--- src/rtl/scr1_pipe_sm4_rnd_pkg.sv ---
`default_nettype none
// ============================================================================
// Module      : scr1_sm4_pkg
// Description : SM4 round-unit types, S-box table, FK/CK constants and the
//               linear transforms L / L'.
// Revision    : 1.0 - initial release
// ============================================================================
package scr1_sm4_pkg;

    typedef enum logic [1:0] {
        IDLE = 2'd0,
        SUB  = 2'd1,
        LIN  = 2'd2,
        DONE = 2'd3
    } type_scr1_sm4_fsm_e;

    localparam logic [7:0] SBOX [0:255] = '{
        8'hd6, 8'h90, 8'he9, 8'hfe, 8'hcc, 8'he1, 8'h3d, 8'hb7, 8'h16, 8'hb6, 8'h14, 8'hc2, 8'h28, 8'hfb, 8'h2c, 8'h05,
        8'h2b, 8'h67, 8'h9a, 8'h76, 8'h2a, 8'hbe, 8'h04, 8'hc3, 8'haa, 8'h44, 8'h13, 8'h26, 8'h49, 8'h86, 8'h06, 8'h99,
        8'h9c, 8'h42, 8'h50, 8'hf4, 8'h91, 8'hef, 8'h98, 8'h7a, 8'h33, 8'h54, 8'h0b, 8'h43, 8'hed, 8'hcf, 8'hac, 8'h62,
        8'he4, 8'hb3, 8'h1c, 8'ha9, 8'hc9, 8'h08, 8'he8, 8'h95, 8'h80, 8'hdf, 8'h94, 8'hfa, 8'h75, 8'h8f, 8'h3f, 8'ha6,
        8'h47, 8'h07, 8'ha7, 8'hfc, 8'hf3, 8'h73, 8'h17, 8'hba, 8'h83, 8'h59, 8'h3c, 8'h19, 8'he6, 8'h85, 8'h4f, 8'ha8,
        8'h68, 8'h6b, 8'h81, 8'hb2, 8'h71, 8'h64, 8'hda, 8'h8b, 8'hf8, 8'heb, 8'h0f, 8'h4b, 8'h70, 8'h56, 8'h9d, 8'h35,
        8'h1e, 8'h24, 8'h0e, 8'h5e, 8'h63, 8'h58, 8'hd1, 8'ha2, 8'h25, 8'h22, 8'h7c, 8'h3b, 8'h01, 8'h21, 8'h78, 8'h87,
        8'hd4, 8'h00, 8'h46, 8'h57, 8'h9f, 8'hd3, 8'h27, 8'h52, 8'h4c, 8'h36, 8'h02, 8'he7, 8'ha0, 8'hc4, 8'hc8, 8'h9e,
        8'hea, 8'hbf, 8'h8a, 8'hd2, 8'h40, 8'hc7, 8'h38, 8'hb5, 8'ha3, 8'hf7, 8'hf2, 8'hce, 8'hf9, 8'h61, 8'h15, 8'ha1,
        8'he0, 8'hae, 8'h5d, 8'ha4, 8'h9b, 8'h34, 8'h1a, 8'h55, 8'had, 8'h93, 8'h32, 8'h30, 8'hf5, 8'h8c, 8'hb1, 8'he3,
        8'h1d, 8'hf6, 8'he2, 8'h2e, 8'h82, 8'h66, 8'hca, 8'h60, 8'hc0, 8'h29, 8'h23, 8'hab, 8'h0d, 8'h53, 8'h4e, 8'h6f,
        8'hd5, 8'hdb, 8'h37, 8'h45, 8'hde, 8'hfd, 8'h8e, 8'h2f, 8'h03, 8'hff, 8'h6a, 8'h72, 8'h6d, 8'h6c, 8'h5b, 8'h51,
        8'h8d, 8'h1b, 8'haf, 8'h92, 8'hbb, 8'hdd, 8'hbc, 8'h7f, 8'h11, 8'hd9, 8'h5c, 8'h41, 8'h1f, 8'h10, 8'h5a, 8'hd8,
        8'h0a, 8'hc1, 8'h31, 8'h88, 8'ha5, 8'hcd, 8'h7b, 8'hbd, 8'h2d, 8'h74, 8'hd0, 8'h12, 8'hb8, 8'he5, 8'hb4, 8'hb0,
        8'h89, 8'h69, 8'h97, 8'h4a, 8'h0c, 8'h96, 8'h77, 8'h7e, 8'h65, 8'hb9, 8'hf1, 8'h09, 8'hc5, 8'h6e, 8'hc6, 8'h84,
        8'h18, 8'hf0, 8'h7d, 8'hec, 8'h3a, 8'hdc, 8'h4d, 8'h20, 8'h79, 8'hee, 8'h5f, 8'h3e, 8'hd7, 8'hcb, 8'h39, 8'h48
    };

    // Key-schedule constants; consumed by software, never by the datapath.
    localparam logic [31:0] FK [0:3] = '{
        32'hA3B1BAC6, 32'h56AA3350, 32'h677D9197, 32'hB27022DC
    };

    localparam logic [31:0] CK [0:31] = '{
        32'h00070e15, 32'h1c232a31, 32'h383f464d, 32'h545b6269,
        32'h70777e85, 32'h8c939aa1, 32'ha8afb6bd, 32'hc4cbd2d9,
        32'he0e7eef5, 32'hfc030a11, 32'h181f262d, 32'h343b4249,
        32'h50575e65, 32'h6c737a81, 32'h888f969d, 32'ha4abb2b9,
        32'hc0c7ced5, 32'hdce3eaf1, 32'hf8ff060d, 32'h141b2229,
        32'h30373e45, 32'h4c535a61, 32'h686f767d, 32'h848b9299,
        32'ha0a7aeb5, 32'hbcc3cad1, 32'hd8dfe6ed, 32'hf4fb0209,
        32'h10171e25, 32'h2c333a41, 32'h484f565d, 32'h646b7279
    };

    function automatic logic [31:0] rol32(input logic [31:0] x, input int unsigned n);
        return (x << n) | (x >> (32 - n));
    endfunction

    function automatic logic [31:0] sm4_l(input logic [31:0] b);
        return b ^ rol32(b, 2) ^ rol32(b, 10) ^ rol32(b, 18) ^ rol32(b, 24);
    endfunction

    function automatic logic [31:0] sm4_lkey(input logic [31:0] b);
        return b ^ rol32(b, 13) ^ rol32(b, 23);
    endfunction

endpackage : scr1_sm4_pkg
`default_nettype wire

--- src/rtl/scr1_pipe_sm4_rnd_if.sv ---
`default_nettype none
// ============================================================================
// Module      : scr1_pipe_sm4_rnd_if
// Description : EXU / MPRF <-> SM4 round unit request and write-back bundle.
// Revision    : 1.0 - initial release
// ============================================================================
interface scr1_pipe_sm4_rnd_if;

    logic        exu2sm4_req;
    logic        exu2sm4_op_key;
    logic        exu2sm4_kill;
    logic [31:0] exu2sm4_rk;
    logic [31:0] mprf2sm4_t0_data;
    logic [31:0] mprf2sm4_t1_data;
    logic [31:0] mprf2sm4_t2_data;
    logic [31:0] mprf2sm4_t3_data;
    logic        sm4_busy;
    logic        sm4_ack;
    logic        sm42mprf_w_req;
    logic [31:0] sm42mprf_rd_data;
    logic        sm42mprf_is_sm4_enc;
    logic        sm42mprf_is_sm4_key;

    modport master (
        output exu2sm4_req, exu2sm4_op_key, exu2sm4_kill, exu2sm4_rk,
        output mprf2sm4_t0_data, mprf2sm4_t1_data, mprf2sm4_t2_data, mprf2sm4_t3_data,
        input  sm4_busy, sm4_ack, sm42mprf_w_req, sm42mprf_rd_data,
        input  sm42mprf_is_sm4_enc, sm42mprf_is_sm4_key
    );

    modport slave (
        input  exu2sm4_req, exu2sm4_op_key, exu2sm4_kill, exu2sm4_rk,
        input  mprf2sm4_t0_data, mprf2sm4_t1_data, mprf2sm4_t2_data, mprf2sm4_t3_data,
        output sm4_busy, sm4_ack, sm42mprf_w_req, sm42mprf_rd_data,
        output sm42mprf_is_sm4_enc, sm42mprf_is_sm4_key
    );

endinterface : scr1_pipe_sm4_rnd_if
`default_nettype wire

--- src/rtl/scr1_pipe_sm4_rnd_sbox.sv ---
`default_nettype none
// ============================================================================
// Module      : scr1_sm4_sbox
// Description : Single 8-bit SM4 S-box, optionally output-registered.
// Revision    : 1.0 - initial release
// ============================================================================
module scr1_sm4_sbox
    import scr1_sm4_pkg::*;
#(
    parameter bit SCR1_SM4_SBOX_REG = 1'b0
) (
    input  logic       clk,
    input  logic       rst,
    input  logic [7:0] sbox_in_i,
    output logic [7:0] sbox_out_o
);

    logic [7:0] lookup;

    assign lookup = SBOX[sbox_in_i];

    generate
        if (SCR1_SM4_SBOX_REG) begin : g_reg
            logic [7:0] sbox_q;

            always_ff @(posedge clk) begin
                if (rst) begin
                    sbox_q <= '0;
                end else begin
                    sbox_q <= lookup;
                end
            end

            assign sbox_out_o = sbox_q;
        end else begin : g_comb
            logic unused_clk_rst;

            assign unused_clk_rst = clk ^ rst;
            assign sbox_out_o     = lookup;
        end
    endgenerate

endmodule : scr1_sm4_sbox
`default_nettype wire

--- src/rtl/scr1_pipe_sm4_rnd.sv ---
`default_nettype none
// ============================================================================
// Module      : scr1_pipe_sm4_rnd
// Description : Multi-cycle SM4 round (enc L / key L') with one shared S-box.
// Revision    : 1.0 - initial release
// ============================================================================
module scr1_pipe_sm4_rnd
    import scr1_sm4_pkg::*;
#(
    parameter bit SCR1_SM4_SBOX_REG = 1'b0
) (
    input  logic                 clk,
    input  logic                 rst,
    scr1_pipe_sm4_rnd_if.slave   sm4_if
);

    type_scr1_sm4_fsm_e state_q, state_d;
    logic [1:0]         cnt_q, cnt_d;
    logic               phase_q, phase_d;
    logic [31:0]        a_q, a_d;
    logic [31:0]        t0_q, t0_d;
    logic [31:0]        res_q, res_d;
    logic               op_key_q, op_key_d;
    logic [7:0]         sbox_in, sbox_out;
    logic               accept;
    logic               byte_wr;
    logic               done;

    assign accept  = (state_q == IDLE) && sm4_if.exu2sm4_req && !sm4_if.exu2sm4_kill && !rst;
    assign sbox_in = a_q[{cnt_q, 3'b000} +: 8];
    // Registered S-box splits each byte into a lookup phase and a writeback phase.
    assign byte_wr = (state_q == SUB) && (!SCR1_SM4_SBOX_REG || phase_q);

    scr1_sm4_sbox #(
        .SCR1_SM4_SBOX_REG (SCR1_SM4_SBOX_REG)
    ) i_sbox (
        .clk        (clk),
        .rst        (rst),
        .sbox_in_i  (sbox_in),
        .sbox_out_o (sbox_out)
    );

    always_comb begin
        state_d  = state_q;
        cnt_d    = cnt_q;
        phase_d  = phase_q;
        a_d      = a_q;
        t0_d     = t0_q;
        res_d    = res_q;
        op_key_d = op_key_q;
        case (state_q)
            IDLE: begin
                if (accept) begin
                    a_d      = sm4_if.mprf2sm4_t1_data ^ sm4_if.mprf2sm4_t2_data
                             ^ sm4_if.mprf2sm4_t3_data ^ sm4_if.exu2sm4_rk;
                    t0_d     = sm4_if.mprf2sm4_t0_data;
                    op_key_d = sm4_if.exu2sm4_op_key;
                    cnt_d    = 2'd0;
                    phase_d  = 1'b0;
                    state_d  = SUB;
                end
            end
            SUB: begin
                if (sm4_if.exu2sm4_kill) begin
                    state_d = IDLE;
                end else begin
                    phase_d = SCR1_SM4_SBOX_REG & ~phase_q;
                    if (byte_wr) begin
                        a_d[{cnt_q, 3'b000} +: 8] = sbox_out;
                        cnt_d = cnt_q + 2'd1;
                        if (cnt_q == 2'd3) begin
                            state_d = LIN;
                        end
                    end
                end
            end
            LIN: begin
                if (sm4_if.exu2sm4_kill) begin
                    state_d = IDLE;
                end else begin
                    res_d   = t0_q ^ (op_key_q ? sm4_lkey(a_q) : sm4_l(a_q));
                    state_d = DONE;
                end
            end
            // A retiring result is never flushed, so kill is ignored here.
            DONE:    state_d = IDLE;
            default: state_d = IDLE;
        endcase
    end

    always_ff @(posedge clk) begin
        if (rst) begin
            state_q  <= IDLE;
            cnt_q    <= '0;
            phase_q  <= 1'b0;
            a_q      <= '0;
            t0_q     <= '0;
            res_q    <= '0;
            op_key_q <= 1'b0;
        end else begin
            state_q  <= state_d;
            cnt_q    <= cnt_d;
            phase_q  <= phase_d;
            a_q      <= a_d;
            t0_q     <= t0_d;
            res_q    <= res_d;
            op_key_q <= op_key_d;
        end
    end

    assign done                       = (state_q == DONE);
    assign sm4_if.sm4_busy            = (state_q != IDLE);
    assign sm4_if.sm4_ack             = accept;
    assign sm4_if.sm42mprf_w_req      = done;
    assign sm4_if.sm42mprf_rd_data    = done ? res_q : '0;
    assign sm4_if.sm42mprf_is_sm4_enc = done & ~op_key_q;
    assign sm4_if.sm42mprf_is_sm4_key = done & op_key_q;

endmodule : scr1_pipe_sm4_rnd
`default_nettype wire

--- src/flat_wrapper.sv ---
// flat-port wrapper written by rule: the top's interface ports become plain ports
module scr1_pipe_sm4_rnd_flat import scr1_sm4_pkg::*;
#(
    parameter bit SCR1_SM4_SBOX_REG = 1'b0
)
  (clk, rst, sm4_if_exu2sm4_req, sm4_if_exu2sm4_op_key, sm4_if_exu2sm4_kill, sm4_if_exu2sm4_rk, sm4_if_mprf2sm4_t0_data, sm4_if_mprf2sm4_t1_data, sm4_if_mprf2sm4_t2_data, sm4_if_mprf2sm4_t3_data, sm4_if_sm4_busy, sm4_if_sm4_ack, sm4_if_sm42mprf_w_req, sm4_if_sm42mprf_rd_data, sm4_if_sm42mprf_is_sm4_enc, sm4_if_sm42mprf_is_sm4_key);
  scr1_pipe_sm4_rnd_if sm4_if_i ();
  input  logic clk;
  input  logic rst;
  input wire logic [$bits(sm4_if_i.exu2sm4_req)-1:0] sm4_if_exu2sm4_req;
  input wire logic [$bits(sm4_if_i.exu2sm4_op_key)-1:0] sm4_if_exu2sm4_op_key;
  input wire logic [$bits(sm4_if_i.exu2sm4_kill)-1:0] sm4_if_exu2sm4_kill;
  input wire logic [$bits(sm4_if_i.exu2sm4_rk)-1:0] sm4_if_exu2sm4_rk;
  input wire logic [$bits(sm4_if_i.mprf2sm4_t0_data)-1:0] sm4_if_mprf2sm4_t0_data;
  input wire logic [$bits(sm4_if_i.mprf2sm4_t1_data)-1:0] sm4_if_mprf2sm4_t1_data;
  input wire logic [$bits(sm4_if_i.mprf2sm4_t2_data)-1:0] sm4_if_mprf2sm4_t2_data;
  input wire logic [$bits(sm4_if_i.mprf2sm4_t3_data)-1:0] sm4_if_mprf2sm4_t3_data;
  output wire logic [$bits(sm4_if_i.sm4_busy)-1:0] sm4_if_sm4_busy;
  output wire logic [$bits(sm4_if_i.sm4_ack)-1:0] sm4_if_sm4_ack;
  output wire logic [$bits(sm4_if_i.sm42mprf_w_req)-1:0] sm4_if_sm42mprf_w_req;
  output wire logic [$bits(sm4_if_i.sm42mprf_rd_data)-1:0] sm4_if_sm42mprf_rd_data;
  output wire logic [$bits(sm4_if_i.sm42mprf_is_sm4_enc)-1:0] sm4_if_sm42mprf_is_sm4_enc;
  output wire logic [$bits(sm4_if_i.sm42mprf_is_sm4_key)-1:0] sm4_if_sm42mprf_is_sm4_key;
  assign sm4_if_i.exu2sm4_req = sm4_if_exu2sm4_req;
  assign sm4_if_i.exu2sm4_op_key = sm4_if_exu2sm4_op_key;
  assign sm4_if_i.exu2sm4_kill = sm4_if_exu2sm4_kill;
  assign sm4_if_i.exu2sm4_rk = sm4_if_exu2sm4_rk;
  assign sm4_if_i.mprf2sm4_t0_data = sm4_if_mprf2sm4_t0_data;
  assign sm4_if_i.mprf2sm4_t1_data = sm4_if_mprf2sm4_t1_data;
  assign sm4_if_i.mprf2sm4_t2_data = sm4_if_mprf2sm4_t2_data;
  assign sm4_if_i.mprf2sm4_t3_data = sm4_if_mprf2sm4_t3_data;
  assign sm4_if_sm4_busy = sm4_if_i.sm4_busy;
  assign sm4_if_sm4_ack = sm4_if_i.sm4_ack;
  assign sm4_if_sm42mprf_w_req = sm4_if_i.sm42mprf_w_req;
  assign sm4_if_sm42mprf_rd_data = sm4_if_i.sm42mprf_rd_data;
  assign sm4_if_sm42mprf_is_sm4_enc = sm4_if_i.sm42mprf_is_sm4_enc;
  assign sm4_if_sm42mprf_is_sm4_key = sm4_if_i.sm42mprf_is_sm4_key;
  scr1_pipe_sm4_rnd #(.SCR1_SM4_SBOX_REG(SCR1_SM4_SBOX_REG)) u_core (.clk(clk), .rst(rst), .sm4_if(sm4_if_i));
endmodule
--- config.mk ---
export PLATFORM = sky130hd
export DESIGN_NAME = scr1_pipe_sm4_rnd_flat
export DESIGN_NICKNAME = d
export VERILOG_FILES = /design/src/rtl/scr1_pipe_sm4_rnd_pkg.sv /design/src/rtl/scr1_pipe_sm4_rnd_if.sv /design/src/rtl/scr1_pipe_sm4_rnd_sbox.sv /design/src/rtl/scr1_pipe_sm4_rnd.sv /design/src/flat_wrapper.sv
export SDC_FILE = /design/constraint.sdc
export NUM_CORES = 1
export LEC_CHECK = 0
export CORE_UTILIZATION = 54
export CTS_CLUSTER_DIAMETER = 60
export DETAILED_ROUTE_END_ITERATION = 7
export PLACE_DENSITY = 0.83
export SETUP_SLACK_MARGIN = 0.2
export SYNTH_ARGS = -nofsm -noshare
export SYNTH_HDL_FRONTEND = slang
export SYNTH_SLANG_ARGS = --single-unit
--- constraint.sdc ---
create_clock -name clk -period 4.5 [get_ports clk]
set_clock_uncertainty 0.15 [all_clocks]
set_input_delay 0.9 -clock clk [delete_from_list [all_inputs] [get_ports clk]]
set_output_delay 0.9 -clock clk [all_outputs]
set_load 0.02 [all_outputs]
# Yosys cells after proc, flatten, opt, wreduce, memory -nomap -nowiden
# Memory sizes are Yosys's and may differ from the RTL's.
# Index checks and enable logic that the tools add are counted.
# classes
n_addsub	2
magnitude_cmp	1
eq_ne	7
n_shift	3
n_mux	16
bitwise	21
n_reduce_logical	12
# op_table
cell	count
$xor 32x32->32	10
$mux 32	4
$pmux 32 s2	1
$bwmux 32	1
$or 32x10->32	1
$or 32x13->32	1
$or 32x18->32	1
$or 32x2->32	1
$or 32x23->32	1
$or 32x24->32	1
$shift 8x7->32 const A	1
$shiftx 32x6->8	1
$shiftx 8x7->32	1
$mux 8	2
$mux 2	6
$ge 9x9->1 const B	1
$not 8->9	1
$pmux 2 s4	1
$neg 5->7	1
$eq 2x2->1 const B	3
$reduce_and 2->1	3
$ne 2x2->1 const B	2
$pmux 2 s2	1
$reduce_bool 2->1	2
other kinds (9)	14
# word_totals
reg_bits	101
rom_bits	2048
out_inout_bits	37
elab_cells	69
n_memories	1
# mem_list
memory	words	word_bits	read_ports	rd_ports_with_merged_regs	write_ports	line_no	text
(no name shown)	256	8	1	0	0	scr1_pipe_sm4_rnd_sbox.sv:20	assign lookup = SBOX[sbox_in_i];

# Depth between registers and ports, before layout
# logic_depth
word_depth	9
ltp_mapped	17
mapped_depth_nobuf	12

# Hierarchy
# Synthesis repeated with hierarchy kept, for this count alone.
# unflattened
hier_cells	1430
area_unflattened_um2	11140.7
# by_module_without_submodules
mod	instances	cells_per_inst	area_each_um2	seq_area_each_um2
scr1_pipe_sm4_rnd	1	891	7797.5	2021.9
scr1_sm4_sbox	1	539	3343.2	0.0

# Worst setup path after synthesis
# OpenSTA, ideal clock, no wires.
# synth_timing
path_kind	register to register
start	reg u_core.cnt_q[0]
end	reg u_core.a_q[0]
setup_time_ps	70
arrival_time_ps	3653
setup_slack_ps	626
stages_incl_launch_ff	17
n_path_buf	5
synth_period_minus_slack_ps	3874
path_cell_list	dfxtp_1 buf_6 buf_6 mux4_2 buf_4 buf_6 buf_6 inv_1 ha_1 clkinv_1 o21bai_2 o22ai_1 a221oi_1 a2111oi_0 or4_4 nand2b_1 a21oi_1
# synth_between
elab_chain_len	9
# synth_lines
element	line_no	text
start: declaration	scr1_pipe_sm4_rnd.sv:18	logic [1:0] cnt_q, cnt_d;
start signal: assignment	scr1_pipe_sm4_rnd.sv:102	cnt_q <= cnt_d;
$shiftx 32x6->8	scr1_pipe_sm4_rnd.sv:30	assign sbox_in = a_q[{cnt_q, 3'b000} +: 8];
$not 8->9 (implied by the code)	scr1_pipe_sm4_rnd_sbox.sv:20	
$mem_v2 256x8	-	
$mux 8 (implied by the code) (2 in series)	scr1_pipe_sm4_rnd_sbox.sv:20	
$shiftx 8x7->32	scr1_pipe_sm4_rnd.sv:69	a_d[{cnt_q, 3'b000} +: 8] = sbox_out;
$bwmux 32 (*)	scr1_pipe_sm4_rnd.sv:69	
$mux 32 (*)	scr1_pipe_sm4_rnd.sv:64	if (sm4_if.exu2sm4_kill) begin
$pmux 32 s2 (*)	scr1_pipe_sm4_rnd.sv:51	case (state_q)
end signal: assignment	scr1_pipe_sm4_rnd.sv:96	a_q <= '0;
end signal: assignment	scr1_pipe_sm4_rnd.sv:104	a_q <= a_d;
end: declaration	scr1_pipe_sm4_rnd.sv:20	logic [31:0] a_q, a_d;
# Mark *: on every way between the ends. The rest lies on a longest branch, timed or not. The select of a mux whose other input is x is not followed.
# A chain may end at the register's enable or synchronous reset.

# Worst setup path in the final report
# layout_timing
start	reg u_core.cnt_q[0]
end	reg u_core.a_q[12]
# Same word-level chain as after synthesis.

==> results.md <==
* Dpl ws at 0.517 ns
* CP bufs+invs at 4
* Critical path arrival at 4.36 ns
* Switching share of power at 0.411
* Final worst-path cycle share at 0.949
* I/O Buffers at 201
* Fin crit period at 4.27 ns
* Share of layout cells above drive strength 1 at 0.0834
* I/O pin total at 202
* Design Power at 3.60 mW
* Critical path type: reg2reg
* Slew @ Worst Pin at 1.02 ns
* Area after DPL at 12800 um^2
* Leakage at 4.80 nW
* Synth area leader: dfxtp_1
* Fin worst setup slack at 0.230 ns
* First-pass GRT wire length at 68600 um
* Vias per cell at 6.77
* Setup Buffers After CTS at 0
* Ys flop type: dfxtp_1
* Critical Path, Cell by Cell: mux4_2 > inv_1 > buf_4 > ha_1 > inv_1 > nand2_1 > a21oi_1 > o311ai_0 > a211oi_1 > a311oi_1 > buf_4 > a311o_1 > o21ai_1
* Synth Instances at 1427
* Synth cell types at 81
* CP max stage cell: mux4_2
* DPL Wire Length at 34200 um
* Clock Path Buffers at 2
* Syn Area/Cell at 7.33 um^2
* Worst-path clk slew at 0.07 ns
* Site row count at 50
* Root Driver: clkbuf_16
* Layout area overhead at 24.9%
* Remaining routing DRC violations at 16
* # setup viols final at 0
* YS warnings at 0
* Initial Utilization at 0.555
* Yosys top cell area share at 0.193
* Core area at 18800 um^2
* CP Launch Type: flip-flop
* Synth top cells by count: xnor2_1 (214), nand2_1 (163), nor2_1 (120)
* CP max FO at 6
* Largest cells by area after synthesis: dfxtp_1 (19%), xnor2_1 (18%), nand2_1 (5.8%), a21oi_1 (4.6%), nor2_1 (4.3%)
* Combinational share of power at 0.486
* Critical Path Stages at 13
* CTS tree: built
* Crit path max-delay family: compound AO/OA/AOI/OAI gates
* Most frequent cell after synthesis: xnor2_1
* CTS Buf Count at 9
* Final Cell Area at 13100 um^2
* DIE AREA at 19900 um^2
* Mapped Area at 10500 um^2
* Status: finished with violations
* TNS Setup at 0 ns
* Pins over their slew limit at 0
* Detailed Routing Iterations Pass 1 at 8
* VDD IR max at 0.239 mV
* Hold Crit Class: reg2reg
* Switching power total at 1.48 mW
* Diode count at 0
* Ys async rst share at 0
* Violated checks: DRC
* WHS Path Cells at 2
* Pwr dens at 276 nW/um^2
* Fin. Hold Viols at 0
* Clk pwr share at 0.230
* Overflow after GRT at 0
* Via Count at 12500
* Initial antenna violation count at 0
* Vias in the first global route at 11600
* Routed Antenna Nets at 0
* Die span in x at 141 um
* Max_cap viols at 0
* Sequential share of the synthesized area at 0.193
* Htree depth at 3
* Clock Sinks at 101
* Worst skew pair latency at 0.36 ns
* Yosys reg bits at 101
* Cell internal pwr at 2.12 mW
* DR iter-0 viols at 2266
* Worst R2R Path Depth at 13
* Nets at 1759
* CP Capture Type: flip-flop
* Final RePlAce weighted congestion at 1.11
* WL final at 46200 um
* Max-slew headroom at 0.316
* WL/cell at 25.1 um
* All-Layer GR Usage at 0.454
* Sequential Power Share at 0.283
* CP required at 4.59 ns
* Die H at 141 um
* Syn nets at 1609
* RSZ-0062 raised after global routing: no
* Largest stage delay on the critical path at 0.61 ns
* EDFF count, synth at 0
* Fmax at 0.234 GHz
* Largest net degree at the start of global routing at 59
worst register-to-register path: cells and delay by family (launching register included):
| family | cells | cell delay [ns] |
|---|---|---|
| compound gates | 6 | 1.38 |
| fa+ha+maj | 1 | 0.43 |
| buf+inv | 4 | 0.76 |
| flops | 1 | 0.52 |
| mux | 1 | 0.62 |
| simple gates | 1 | 0.31 |
power groups by stage:
stage | Sequential, mW | Combinational [mW] | Clock (mW)
detailed placement | 1.03 | 1.65 | 0
global route | 1.02 | 1.81 | 0.857
finish | 1.02 | 1.75 | 0.830
CTS | 1.01 | 1.67 | 0.826
global placement | 1.03 | 1.65 | 0
floorplan | 0.965 | 1.09 | 0
layout make-up:
cell class / count / area [um^2]
Multi-Input combinational cell: 1162 / 7680
Tap cell: 260 / 325
Sequential cell: 101 / 2020
Clock inverter: 6 / 73.8
Clock buffer: 10 / 239
Fill cell: 1493 / 5760
Inverter: 19 / 71.3
Timing Repair Buffer: 284 / 2660
registers in the layout (all words and copies together) (netlist names):
name,flops
u_core.a_q,32
u_core.res_q,32
u_core.t0_q,32
u_core.cnt_q,2
u_core.state_q,2
u_core.op_key_q,1
stage by stage:
stage / util / hold slack (ns) / cells
6_report: 0.694 / 0.299 / 1842
5_1_grt: 0.694 / 0.319 / 1842
4_1_cts: 0.694 / 0.301 / 1842
3_5_place_dp: 0.677 / 0.292 / 1826
3_3_place_gp: 0.677 / 0.285 / 1826
2_1_floorplan: - / 0.278 / 1427
kinds of logic (layout without fill, tap and decap cells):
kind of cell | after synthesis | count (layout) | synth area share
multiplexers | 42 | 42 | 0.0459
adder cells (fa/ha/maj) | 17 | 17 | 0.0203
XOR/XNOR | 262 | 262 | 0.219
AO/OA/AOI/OAI | 361 | 361 | 0.235
flip-flops | 101 | 101 | 0.193
buffers and inverters | 164 | 319 | 0.0731
AND/OR/NAND/NOR | 480 | 480 | 0.213
what timing repair did:
action / CTS / global route
gates resized for setup: 0 / 1
endpoints found under the setup margin: 0 / 1
hold buffers: 0 / 0
worst paths after layout:
kind                                       start                to  slack (ns)
worst max-delay path             u_core.cnt_q[0]    u_core.a_q[12]        0.23
worst min-delay path            u_core.res_q[17]  u_core.res_q[17]        0.30
worst max register to register   u_core.cnt_q[0]    u_core.a_q[12]        0.23
worst min register to register  u_core.res_q[17]  u_core.res_q[17]        0.30
placed cells by master (no fill, tap or decap), drive strengths merged, types with 8 or more instances in the layout:
cell type / n
inv: 20
clkbuf: 10
ha: 17
nand3: 57
clkdlybuf4s50: 200
nor3: 20
o221ai: 11
nor2: 120
buf: 84
nor2b: 13
o2111ai: 8
a311oi: 9
xnor2: 214
a32oi: 9
mux2i: 30
a211oi: 14
o211ai: 12
mux2: 8
xor2: 48
nand2: 163
dfxtp: 101
o21ai: 85
a221o: 18
and3: 38
nand4: 8
a31oi: 12
o311ai: 12
a221oi: 15
nand2b: 20
a21oi: 96
and2: 16
per-layer routing:
| metal | part of all wire | GRT usage |
|---|---|---|
| met5 | 0 | 0 |
| met2 | 0.40 | 0.646 |
| met3 | 0.16 | 0.183 |
| met4 | 0.060 | 0.217 |
| met1 | 0.38 | 0.591 |
Power figures use the tool's default switching activity.
==> edit 1: new RTL, config.mk and constraints unchanged <==
The 4 states of `type_scr1_sm4_fsm_e` get a one-hot encoding in 4 bits.
--- a/src/rtl/scr1_pipe_sm4_rnd_pkg.sv
+++ b/src/rtl/scr1_pipe_sm4_rnd_pkg.sv
@@ -7,11 +7,11 @@
 // ============================================================================
 package scr1_sm4_pkg;
 
-    typedef enum logic [1:0] {
-        IDLE = 2'd0,
-        SUB  = 2'd1,
-        LIN  = 2'd2,
-        DONE = 2'd3
+    typedef enum logic [3:0] {
+        IDLE = 4'b0001,
+        SUB  = 4'b0010,
+        LIN  = 4'b0100,
+        DONE = 4'b1000
     } type_scr1_sm4_fsm_e;
 
     localparam logic [7:0] SBOX [0:255] = '{
Function: same outputs for any inputs over 4 cycles, from zero or initial values and one cycle with rst high; so few cycles prove little.
==> edit 1 against the unedited design <==
  * Wire length fell by 2.9%
  * Design area rose by 1.4%
  * Total power down 7.5%
  * Largest power group unchanged
  * Sequential cell count up 2
  * Area after synthesis increased by 2.1%
  * Synthesized cell count down 0.70%
  * Setup slack improved by 140 ps
==> edit 1: results (changes against the unedited design) <==
- Setup slack at placement: 688.7 ps (was 517.2 ps)
- Top flop regs: u_core.a_q: 32 flops, u_core.res_q: 32 flops, u_core.t0_q: 32 flops (unchanged)
- I/O Buffers: 201 (unchanged)
- Worst-case reg-to-reg path depth: 9 (was 13)
- Layout cells sized above 1: 8.696% (was 8.344%)
- DRT iter0 DRCs: 2220 (was 2266)
- Rel. slew slack: 23.18% (was 31.56%)
- Via density: 6.739 (was 6.772)
- Vias in the first global route: 11210 (was 11550)
- Status: completed (was complete, but fails checks)
- Clock root cell: clkbuf_16 (unchanged)
- Leakage: 4.373 nW (was 4.803 nW)
- Crit path launch: u_core.cnt_q[0] (unchanged)
- Total GRT Usage: 43.34% (was 45.43%)
- GPL Wtd Cong: 1.148 (was 1.109)
- Post-synthesis mux area share: 6.548% (was 4.594%)
- Initial DRT Pass Iterations: 8 (unchanged)
- CTS Buf Count: 9 (unchanged)
- Largest net degree at the start of global routing: 99 (was 59)
- Crit-path max FO: 44 (was 6)
- Post-CTS Setup Bufs: 0 (unchanged)
- Post-Synth Adder-Cell Area: 1.991% (was 2.034%)
- Syn_nets: 1599 (was 1609)
- Synth cell types: 89 (was 81)
- Dpl hpwl: 32.88 mm (was 34.20 mm)
- Critical path destination: u_core.a_q[19] (was u_core.a_q[12])
- Worst skew pair latency: 350 ps
- Clk buf depth: 2 (unchanged)
- Synth Area in Compound Gates: 24.79% (was 23.47%)
- Synth Area in XOR/XNOR: 21.87% (was 21.94%)
- Commonest cells in the synthesized netlist: xnor2_1 (229), nand2_1 (149), nor2_1 (117) (was xnor2_1 (214), nand2_1 (163), nor2_1 (120))
- Clk slew on worst S/H paths: 80 ps
- Total Nets Final: 1741 (was 1759)
- Post-synthesis sequential area ratio: 19.30% (was 19.33%)
- Maximum VDD drop: 292.4 uV (was 238.8 uV)
- Synth area leaders: dfxtp_1 (19%), xnor2_1 (19%), nand2_1 (5.2%) (was dfxtp_1 (19%), xnor2_1 (18%), nand2_1 (5.8%))
- HP Class: register to register (unchanged)
- Post_cts resized: 0 (unchanged)
- Arr. time, crit path: 4220 ps (was 4360 ps)
- Total length of routed wires: 44.83 mm (was 46.17 mm)
- R2r setup slk: 370 ps (was 230 ps)
- Async SR Flop Fraction: 0% (unchanged)
- First-pass GRT wire length: 66.36 mm (was 68.59 mm)
- Antenna violations before repair: 1 (was 0)
- Final ANT Viol Nets: 0 (unchanged)
- Fmax: 0.2420 GHz (was 0.2342 GHz)
==> edit 1: layout make-up <==
cell class	count	area, sq um
multi-input combinational	1152	7885
fill	1595	6150
antenna	1	2.502
clock inverter	7	73.82
timing repair buffer	275	2600
clock buffer	9	225.2
inverter	18	67.56
sequential	103	2063
tap	265	331.6
==> edit 1: worst max-delay path: stages, from the launching register on <==
cell and delay (ps):
dfxtp_1 420, buf_4 380, mux4_4 880, buf_12 260
and2_4 220, o311ai_0 380, a2bb2oi_1 540, o211ai_1 290
a22oi_2 370, o21ai_1 110
==> edit 1: cell families after synthesis <==
family | Yosys count
simple gates | 420
compound gates | 390
xor+xnor | 265
buf+inv | 162
flops | 103
mux | 60
fa+ha+maj | 17
==> edit 1: power breakdown <==
| group | switching, W | total (W) | internal, W | leakage, nW |
|---|---|---|---|---|
| Sequential | 0.0000554 | 0.000996 | 0.000941 | 0.835 |
| Combinational | 0.000889 | 0.00155 | 0.000664 | 3.39 |
| Clock | 0.000389 | 0.000782 | 0.000393 | 0.147 |
==> edit 1: through the flow <==
| stage | hold slack, ps | cell area, sq um | std cells |
|---|---|---|---|
| floorplan | 296.1 | 10680 | 1417 |
| global placement | 306.3 | 12950 | 1813 |
| detailed placement | 310.7 | 12950 | 1813 |
| CTS | 321.3 | 13250 | 1829 |
| global route | 336.4 | 13250 | 1829 |
| finish | 324.4 | 13250 | 1830 |
==> edit 1: how the worst min path moves through the flow <==
stage | start | end | slack (ps) | depth (start not counted)
after floorplan | u_core.res_q[0] | u_core.res_q[0] | 300 | 2
after global placement | u_core.t0_q[9] | u_core.t0_q[9] | 310 | 2
after detailed placement | u_core.t0_q[8] | u_core.t0_q[8] | 310 | 2
after CTS | u_core.t0_q[8] | u_core.t0_q[8] | 320 | 2
after global routing | u_core.t0_q[3] | u_core.t0_q[3] | 340 | 2
final | u_core.t0_q[21] | u_core.t0_q[21] | 320 | 2
==> edit 1: layer usage <==
| metal | vias up | wire [um] | track usage, % | part of all wire [%] |
|---|---|---|---|---|
| met1 | 5703 | 17170 | 58.60 | 38 |
| met5 | - | 0 | 0 | 0 |
| met2 | 1144 | 18040 | 60.50 | 40 |
| met3 | 211 | 7567 | 16.93 | 17 |
| met4 | 0 | 2052 | 18.11 | 4.6 |
| li1 | 5275 | - | - | - |
==> edit 2: new RTL, same flow settings <==
Made on the original files. `SCR1_SM4_SBOX_REG` is set to 1'b0 in 3 places; all go to 1'b1.
--- a/src/rtl/scr1_pipe_sm4_rnd_sbox.sv
+++ b/src/rtl/scr1_pipe_sm4_rnd_sbox.sv
@@ -7,7 +7,7 @@
 module scr1_sm4_sbox
     import scr1_sm4_pkg::*;
 #(
-    parameter bit SCR1_SM4_SBOX_REG = 1'b0
+    parameter bit SCR1_SM4_SBOX_REG = 1'b1
 ) (
     input  logic       clk,
     input  logic       rst,
--- a/src/rtl/scr1_pipe_sm4_rnd.sv
+++ b/src/rtl/scr1_pipe_sm4_rnd.sv
@@ -7,7 +7,7 @@
 module scr1_pipe_sm4_rnd
     import scr1_sm4_pkg::*;
 #(
-    parameter bit SCR1_SM4_SBOX_REG = 1'b0
+    parameter bit SCR1_SM4_SBOX_REG = 1'b1
 ) (
     input  logic                 clk,
     input  logic                 rst,
--- a/src/flat_wrapper.sv
+++ b/src/flat_wrapper.sv
@@ -1,7 +1,7 @@
 // flat-port wrapper written by rule: the top's interface ports become plain ports
 module scr1_pipe_sm4_rnd_flat import scr1_sm4_pkg::*;
 #(
-    parameter bit SCR1_SM4_SBOX_REG = 1'b0
+    parameter bit SCR1_SM4_SBOX_REG = 1'b1
 )
   (clk, rst, sm4_if_exu2sm4_req, sm4_if_exu2sm4_op_key, sm4_if_exu2sm4_kill, sm4_if_exu2sm4_rk, sm4_if_mprf2sm4_t0_data, sm4_if_mprf2sm4_t1_data, sm4_if_mprf2sm4_t2_data, sm4_if_mprf2sm4_t3_data, sm4_if_sm4_busy, sm4_if_sm4_ack, sm4_if_sm42mprf_w_req, sm4_if_sm42mprf_rd_data, sm4_if_sm42mprf_is_sm4_enc, sm4_if_sm42mprf_is_sm4_key);
   scr1_pipe_sm4_rnd_if sm4_if_i ();
Behaviour: not the same (a bounded check fails within 10 cycles, from zero or initial values and one cycle with rst high).
==> edit 2 against the unedited design <==
  * Area after synthesis rose by 3.4%
  * Final cell count rose by 0.33%
  * Setup slack improved by 480 ps
  * Hold slack improved by 2.9 ps
  * Largest power group unchanged
  * Clock power rose by 2.8%
  * Sequential cell count rose by 9
  * Largest cell class unchanged
  * Critical path type unchanged
  * Wire length fell by 3.6%
  * Total power fell by 8.4%
  * Design area rose by 0.83%
==> edit 2: results (changes against the unedited design) <==
- Multi-input logic portion of the cell area: 59.13% (was 58.78%)
- Synth area leaders: dfxtp_1 (20%), xnor2_1 (17%), nand2_1 (5.9%) (was dfxtp_1 (19%), xnor2_1 (18%), nand2_1 (5.8%))
- Syn_nets: 1645 (was 1609)
- Maximum VDD drop: 169.4 uV (was 238.8 uV)
- Pwr Total: 0.003301 W (was 0.003601 W)
- Layout cells sized above 1: 7.265% (was 8.344%)
- Arr. time, crit path: 3910 ps (was 4360 ps)
- Setup slack at placement: 886.2 ps (was 517.2 ps)
- Cells after DPL: 1831 (was 1826)
- Min setup slack post-route: 710.1 ps (was 230.5 ps)
- Post-CTS Setup Bufs: 0 (unchanged)
- Cell at the slowest stage of the critical path: dfxtp_1 (was mux4_2)
- Multi-input comb cells: 1178 (was 1162)
- RR Endpoint: u_core.i_sbox.sbox_out_o[0] (was u_core.a_q[12])
- Buffers excl. clock: 263 (was 284)
- Rows: 51 (was 50)
- Worst path top cell family by delay: multiplexers (was compound AO/OA/AOI/OAI gates)
- Avg Inst Size Synth: 7.395 sq um (was 7.329 sq um)
- Area after DPL: 12860 sq um (was 12750 sq um)
- Initial DRT Pass Iterations: 6 (was 8)
- Net Switching: 0.001232 W (was 0.001479 W)
- DRT iter0 DRCs: 1797 (was 2266)
- Status: completed (was complete, but fails checks)
- Total length of routed wires: 44.52 mm (was 46.17 mm)
- Synth Area in XOR/XNOR: 20.96% (was 21.94%)
- Flip-flop and latch area: 2203 sq um (was 2022 sq um)
- Worst r2r src: u_core.cnt_q[1] (was u_core.cnt_q[0])
- Total GRT Usage: 43.27% (was 45.43%)
- Post-synthesis sequential area ratio: 20.35% (was 19.33%)
- Synth cell types: 87 (was 81)
- Multi-input gate area: 7791 sq um (was 7681 sq um)
- Leakage: 4.762 nW (was 4.803 nW)
- Vias in the first global route: 11590 (was 11550)
- Post-Synth Adder-Cell Area: 2.059% (was 2.034%)
- CTS Buf Count: 9 (unchanged)
- Dpl hpwl: 32.15 mm (was 34.20 mm)
- Rel. slew slack: 23.08% (was 31.56%)
- Largest net degree at the start of global routing: 72 (was 59)
- Clock buf/inv share: 2.326% (was 2.394%)
- Fill count: 1668 (was 1493)
- Commonest cells in the synthesized netlist: xnor2_1 (212), nand2_1 (169), nor2_1 (136) (was xnor2_1 (214), nand2_1 (163), nor2_1 (120))
- Routed wire length per instance: 24.09 um (was 25.06 um)
- First-pass GRT wire length: 66.52 mm (was 68.59 mm)
- Min-delay src: u_core.res_q[6] (was u_core.res_q[17])
- Total Nets Final: 1760 (was 1759)
- Inverters: 16 (was 19)
- Clk. pwr: 0.000853 W (was 0.000830 W)
- Worst-case reg-to-reg path depth: 12 (was 13)
- Post-synthesis mux area share: 4.788% (was 4.594%)
- Clock Sinks: 110 (was 101)
- Synth Area in Compound Gates: 22.74% (was 23.47%)
- Final Hold Slack: 302.3 ps (was 299.3 ps)
- GPL Wtd Cong: 1.096 (was 1.109)
- Non-clock buffer share: 18.84% (was 20.32%)
- Flop+latch power: 0.00112 W (was 0.00102 W)
==> edit 2: cell types whose count changed after synthesis, sizes merged, moves of 10 or more <==
cell,delta
a211oi,+21
a221o,-16
a22oi,+22
buf,+13
nand2,+10
nand3,-24
nand3b,+29
nor2,+19
o21ai,-19
==> edit 2: per-layer routing <==
layer,vias to the layer above,track usage [%],part of all wire (%)
met3,256,8.930,11
met4,0,33.59,8.2
met2,844,70.49,46
met1,5527,49.64,36
li1,5333,-,-
met5,-,0,0
==> edit 2: worst min path at each step <==
stage                            endpoint  cells past startpoint
after floorplan           u_core.res_q[0]                      2
after global placement    u_core.res_q[6]                      2
after detailed placement  u_core.res_q[6]                      2
after CTS                 u_core.res_q[6]                      2
after global routing      u_core.res_q[7]                      2
final                     u_core.res_q[6]                      2
==> edit 2: worst reg2reg max path: cells and delay by family, from the launching register on <==
kind	cells	cell delay (ps)
AOI/OAI and AO/OA	3	680
and+or+nand+nor	2	270
adders and majority gates	1	430
buffers and inverters	3	680
muxes	3	860
DFF	1	620
